--- src/rtl/booth_seq_mul_if.sv ---
// Operand/product bus of the sequential Booth multiplier.
//
// Handshake: the source raises start with md/mr valid; the request is taken
// on the rising edge where start=1 and ready=1, and md/mr are sampled on that
// same edge. A start seen while ready=0 is dropped, not queued. done is a
// single-cycle pulse; product is valid from that cycle and is held until the
// next done.
interface booth_seq_mul_if #(
    parameter int WIDTH = 4
);
    logic                 start;
    logic [WIDTH-1:0]     md;
    logic [WIDTH-1:0]     mr;
    logic                 ready;
    logic                 busy;
    logic                 done;
    logic [2*WIDTH-1:0]   product;
    logic [1:0]           state_dbg;   // controller state, for observation only

    // Operand source / product sink side
    modport master (
        output start, md, mr,
        input  ready, busy, done, product, state_dbg
    );

    // Multiplier side
    modport slave (
        input  start, md, mr,
        output ready, busy, done, product, state_dbg
    );
endinterface

--- src/rtl/booth_seq_mul.sv ---
// Sequential radix-2 Booth multiplier.
// One add/subtract plus arithmetic right shift per clock, WIDTH steps per
// operation. The accumulator A carries one extra bit so that subtracting the
// most negative multiplicand (-2^(WIDTH-1)) cannot overflow.
// All outputs come from registers or from the state register alone.
module booth_seq_mul #(
    parameter int WIDTH = 4
) (
    input  logic               clk,
    input  logic               rst_n,
    booth_seq_mul_if.slave     bus
);

    localparam int CW = $clog2(WIDTH + 1);

    typedef enum logic [1:0] {
        IDLE = 2'd0,
        RUN  = 2'd1,
        DONE = 2'd2
    } state_t;

    state_t               state_q;
    state_t               state_d;

    // Working registers
    logic [WIDTH:0]       a_q;
    logic [WIDTH-1:0]     q_q;
    logic [WIDTH-1:0]     m_q;
    logic                 q1_q;
    logic [CW-1:0]        cnt_q;
    logic [2*WIDTH-1:0]   product_q;

    // Controller decisions
    logic                 load;
    logic                 step;
    logic                 last;

    // Datapath intermediates
    logic [WIDTH:0]       m_ext;
    logic [WIDTH:0]       a_alu;
    logic [WIDTH:0]       a_shift;
    logic [WIDTH-1:0]     q_shift;
    logic                 q1_shift;

    // State register
    always_ff @(posedge clk or negedge rst_n) begin
        if (!rst_n) begin
            state_q <= IDLE;
        end else begin
            state_q <= state_d;
        end
    end

    // Next state and per-cycle datapath control
    always_comb begin
        state_d = state_q;
        load    = 1'b0;
        step    = 1'b0;
        last    = 1'b0;
        case (state_q)
            IDLE: begin
                if (bus.start) begin
                    load    = 1'b1;
                    state_d = RUN;
                end
            end
            RUN: begin
                step = 1'b1;
                // cnt counts completed steps; the step taken while cnt==WIDTH-1 is the final one
                if (cnt_q == CW'(WIDTH - 1)) begin
                    last    = 1'b1;
                    state_d = DONE;
                end
            end
            DONE: begin
                // A start in the done cycle is taken immediately (back-to-back issue)
                if (bus.start) begin
                    load    = 1'b1;
                    state_d = RUN;
                end else begin
                    state_d = IDLE;
                end
            end
            default: begin
                state_d = IDLE;
            end
        endcase
    end

    // Booth step: pick A +/- M from the recoded pair {Q[0], q_1}, then shift {A,Q,q_1} right
    always_comb begin
        m_ext = {m_q[WIDTH-1], m_q};
        case ({q_q[0], q1_q})
            2'b01:   a_alu = a_q + m_ext;
            2'b10:   a_alu = a_q - m_ext;
            default: a_alu = a_q;
        endcase
        a_shift  = {a_alu[WIDTH], a_alu[WIDTH:1]};
        q_shift  = {a_alu[0], q_q[WIDTH-1:1]};
        q1_shift = q_q[0];
    end

    // Working registers: load fresh operands on acceptance, otherwise step while running
    always_ff @(posedge clk or negedge rst_n) begin
        if (!rst_n) begin
            a_q   <= '0;
            q_q   <= '0;
            m_q   <= '0;
            q1_q  <= 1'b0;
            cnt_q <= '0;
        end else if (load) begin
            a_q   <= '0;
            q_q   <= bus.mr;
            m_q   <= bus.md;
            q1_q  <= 1'b0;
            cnt_q <= '0;
        end else if (step) begin
            a_q   <= a_shift;
            q_q   <= q_shift;
            q1_q  <= q1_shift;
            cnt_q <= cnt_q + CW'(1);
        end
    end

    // Product register: captures the result of the final step, then holds it
    always_ff @(posedge clk or negedge rst_n) begin
        if (!rst_n) begin
            product_q <= '0;
        end else if (last) begin
            product_q <= {a_shift[WIDTH-1:0], q_shift};
        end
    end

    assign bus.ready     = (state_q == IDLE) || (state_q == DONE);
    assign bus.busy      = (state_q == RUN);
    assign bus.done      = (state_q == DONE);
    assign bus.product   = product_q;
    assign bus.state_dbg = state_q;

endmodule

--- src/flat_wrapper.sv ---
// flat-port wrapper written by rule: the top's interface ports become plain ports
module booth_seq_mul_flat 
#(
    parameter int WIDTH = 4
)
  (clk, rst_n, bus_start, bus_md, bus_mr, bus_ready, bus_busy, bus_done, bus_product, bus_state_dbg);
  booth_seq_mul_if #(.WIDTH(WIDTH)) bus_i ();
  input  logic clk;
  input  logic rst_n;
  input wire logic [$bits(bus_i.start)-1:0] bus_start;
  input wire logic [$bits(bus_i.md)-1:0] bus_md;
  input wire logic [$bits(bus_i.mr)-1:0] bus_mr;
  output wire logic [$bits(bus_i.ready)-1:0] bus_ready;
  output wire logic [$bits(bus_i.busy)-1:0] bus_busy;
  output wire logic [$bits(bus_i.done)-1:0] bus_done;
  output wire logic [$bits(bus_i.product)-1:0] bus_product;
  output wire logic [$bits(bus_i.state_dbg)-1:0] bus_state_dbg;
  assign bus_i.start = bus_start;
  assign bus_i.md = bus_md;
  assign bus_i.mr = bus_mr;
  assign bus_ready = bus_i.ready;
  assign bus_busy = bus_i.busy;
  assign bus_done = bus_i.done;
  assign bus_product = bus_i.product;
  assign bus_state_dbg = bus_i.state_dbg;
  booth_seq_mul #(.WIDTH(WIDTH)) u_core (.clk(clk), .rst_n(rst_n), .bus(bus_i));
endmodule
--- config.mk ---
export PLATFORM = sky130hd
export DESIGN_NAME = booth_seq_mul_flat
export DESIGN_NICKNAME = d
export VERILOG_FILES = /design/src/rtl/booth_seq_mul_if.sv /design/src/rtl/booth_seq_mul.sv /design/src/flat_wrapper.sv
export SDC_FILE = /design/constraint.sdc
export NUM_CORES = 1
export LEC_CHECK = 0
export BUFFER_PORTS_ARGS = -buffer_cell sky130_fd_sc_hd__buf_2
export CORE_MARGIN = 2
export CORE_UTILIZATION = 50
export DETAILED_ROUTE_END_ITERATION = 10
export PLACE_DENSITY = 0.73
export SYNTH_ARGS = -nofsm -noshare
export SYNTH_HDL_FRONTEND = slang
export SYNTH_SLANG_ARGS = --single-unit
--- constraint.sdc ---
create_clock -name clk -period 2.5 [get_ports clk]
set_input_delay 0.125 -clock clk [delete_from_list [all_inputs] [get_ports clk]]
set_output_delay 0.125 -clock clk [all_outputs]
set_load 0.005 [all_outputs]
==> metrics.txt <==
CP Data Required Time about 2.7 ns; Post-Synthesis Cells 131; outcome complete, no violations; Ports 24; vias in the first global route roughly 1000; slew margin rel. 62.91%; IO Port Bufs 23; Power Total 0.002579 W; Seq/Total Area, Yosys 48.60%; most frequent cell after synthesis dfrtp_1; Netlist cell types 36; fraction of synthesized area in multiplexers approximately 6.6%; critical path's top delay family adder cells; Hold Slack ~0.011 ns; DR vias/cell ~5.5; wire per inst approximately 14 um; DIE AREA a little over 3000 um^2; post-synthesis simple-gate area fraction between 10% and 20%; post-synthesis area per instance slightly above 10 um^2; RSZ-0062 raised after global routing false; DR WL met2 roughly 1400 um; Synth Area in Adders under 10%; Synth area leaders dfrtp_1 (49%), ha_1 (7.5%), mux2_2 (5.9%); number of buffers created by CTS 3; final hold viol count 0; crit path buf inv count 1; Starting Density between 50% and 60%; CP cell instances inv_1 > ha_1 > mux2_2 > fa_2 > nand2b_1 > a21oi_2 > xnor2_2 > a21boi_1 > o31a_1; Slowest-stage cell, CP dfrtp_1; clock sink count 26; overflow left after global routing 0; Die Span Y 55.75 um; Placeable Area around 2500 um^2; # rows 18; P per Cell Area 1641 nW/um^2; Horiz. Die Dim 55.75 um; Arr. time, crit path 2.54 ns; Final HPWL DP 1997 um; # fillers approximately 200; xor/xnor share of the synthesized area about 2.6%; Synth Area in Compound Gates 13.93%; Clock Skew 0.007746 ns; via count between 1000 and 1500; max_cap viols 0; insertion delay of the later-clocked pin in the worst-skew pair 0.31 ns; max layer used met4; clk buf depth 2; leakage around 0.78 nW; Post-synth EDFFs 0; Metal-1 WL around 1100 um; actual slew at the worst max-slew pin roughly 0.56 ns; synth cell count leaders dfrtp_1 (26), nand2_1 (20), o21ai_0 (12); Clock H-tree levels 1; Crit Path Class register to register; clk slew on worst S/H paths 0.13 ns; critical path capture point type register; fraction of layout cells with a size suffix above 1 between 20 and 30%; Routed Wire Length between 2000 and 3000 um; Worst Hold Class input pin to register; Peak VDD IR a little over 0.9 mV; fin nets 180; Final setup viols 0; Fin Setup TNS 0 ns; DRT Pass-1 Iters 4; max-slew violation count 0; syn nets about 150; DP Area 1481 um^2; GPL Wtd Cong between 0.7 and 0.8; Root Driver clkbuf_4; final instance area roughly 1600 um^2; starting DRC count in detailed routing 9; antenna cell count 0; largest family of logic cells by synthesized area simple AND/OR/NAND/NOR gates; Post-Syn Area ~1300 um^2; Multi-input gate area 648.1 um^2; global router's overall resource usage about 18%; CP Max Fanout 4; largest net degree at the start of global routing 27; Synth Flop Type dfrtp_1; min cycle time layout about 2.3 ns; Yosys warnings 0; post-route ant nets 0; drc violations 0; initial antenna violation count 0; max incr delay on CP just under 0.4 ns; Reg area about 650 um^2; first-pass GRT wire length 4491 um; post-synthesis register bit count 26; final worst-path cycle share around 93%; CTS tree done; Critical Path Start Type register; met3 wire length 77 um; fmax ~0.43 GHz; Synth area leader dfrtp_1; Area Overhead vs Synth 17.38%; Yosys top cell area share roughly 49%; asr flop ratio synth 100.0%
==> per-stage QoR <==
stage / util (%) / worst slack, ns / std cells
2_1_floorplan: - / 0.1771 / 131
3_3_place_gp: 59.26 / 0.1176 / 182
3_5_place_dp: 59.26 / 0.03587 / 182
4_1_cts: 61.21 / 0.02479 / 187
5_1_grt: 62.86 / 0.04226 / 189
6_report: 62.86 / 0.1725 / 189
==> worst register-to-register path, stage by stage (launching register included) <==
cell,delay [ns]
dfrtp_1,0.39
inv_1,0.06
ha_1,0.26
mux2_2,0.29
fa_2,0.37
nand2b_1,0.16
a21oi_2,0.18
xnor2_2,0.15
a21boi_1,0.09
o31a_1,0.28
==> registers in the layout, indices dropped and copies added (netlist names) <==
name and flops:
u_core.bus.state_dbg 2, u_core.m_q 4, u_core.bus.product 8, u_core.cnt_q 3
u_core.q_q 4, u_core.q1_q 1, u_core.a_q 4
==> worst paths after layout <==
kind | startpoint | to | slack [ns] | depth (start not counted)
hold reg to reg | u_core.bus.product[6] | u_core.bus.product[6] | 0.49 | 2
min in group asynchronous | rst_n | u_core.cnt_q[2] | 0.31 | 2
hold / removal | bus_md[1] | u_core.m_q[1] | 0.01 | 3
setup / recovery | u_core.m_q[1] | u_core.bus.product[7] | 0.17 | 9
max in group asynchronous | rst_n | u_core.a_q[3] | 1.81 | 2
setup reg to reg | u_core.m_q[1] | u_core.bus.product[7] | 0.17 | 9
==> layout make-up <==
type | count | share of cell area (%)
clock buffers | 4 | 2.309
multi-input cells | 90 | 41.24
inverters | 11 | 2.787
well taps | 30 | 2.389
flip-flops and latches | 26 | 41.40
repair buffers | 28 | 9.873
==> cells by family (layout without fill, tap and decap cells) <==
| logic type | after synthesis | after routing |
|---|---|---|
| adder cells (fa/ha/maj) | 9 | 9 |
| XOR/XNOR | 4 | 4 |
| flip-flops | 26 | 26 |
| AO/OA/AOI/OAI | 29 | 29 |
| buffers and inverters | 15 | 43 |
| multiplexers | 8 | 8 |
| AND/OR/NAND/NOR | 40 | 40 |
==> report_power, final <==
group          internal, W  total, W  switching, W  leakage [nW]
Clock            0.0000890  0.000206      0.000117        0.0210
Combinational     0.000769   0.00159      0.000825         0.437
Sequential        0.000630  0.000779      0.000149         0.319
==> cell usage in the layout (no fill, tap or decap), drive strengths merged, types with 2 or more instances in the layout <==
cell,n
a22o,2
nor2,6
ha,8
o21ai,13
a22oi,4
mux2,7
inv,11
nand2b,2
clkbuf,4
dfrtp,26
xnor2,3
buf,27
a21oi,4
nor2b,4
nand2,21
==> layer usage <==
metal	global-route usage, %	vias up
met3	1.628	6
li1	-	500
met2	32.99	20
met4	7.317	0
met5	0	-
met1	21.21	511
==> repair_timing <==
item | in CTS | in global routing
hold endpoints to repair | 26 | 0
setup buffers | 0 | 2
cloned | 0 | 0
resized for setup | 1 | 6
hold buffers | 1 | 0
setup endpoints to repair | 1 | 4
pin swaps | 0 | 3
(Power assumes the default switching activity.)
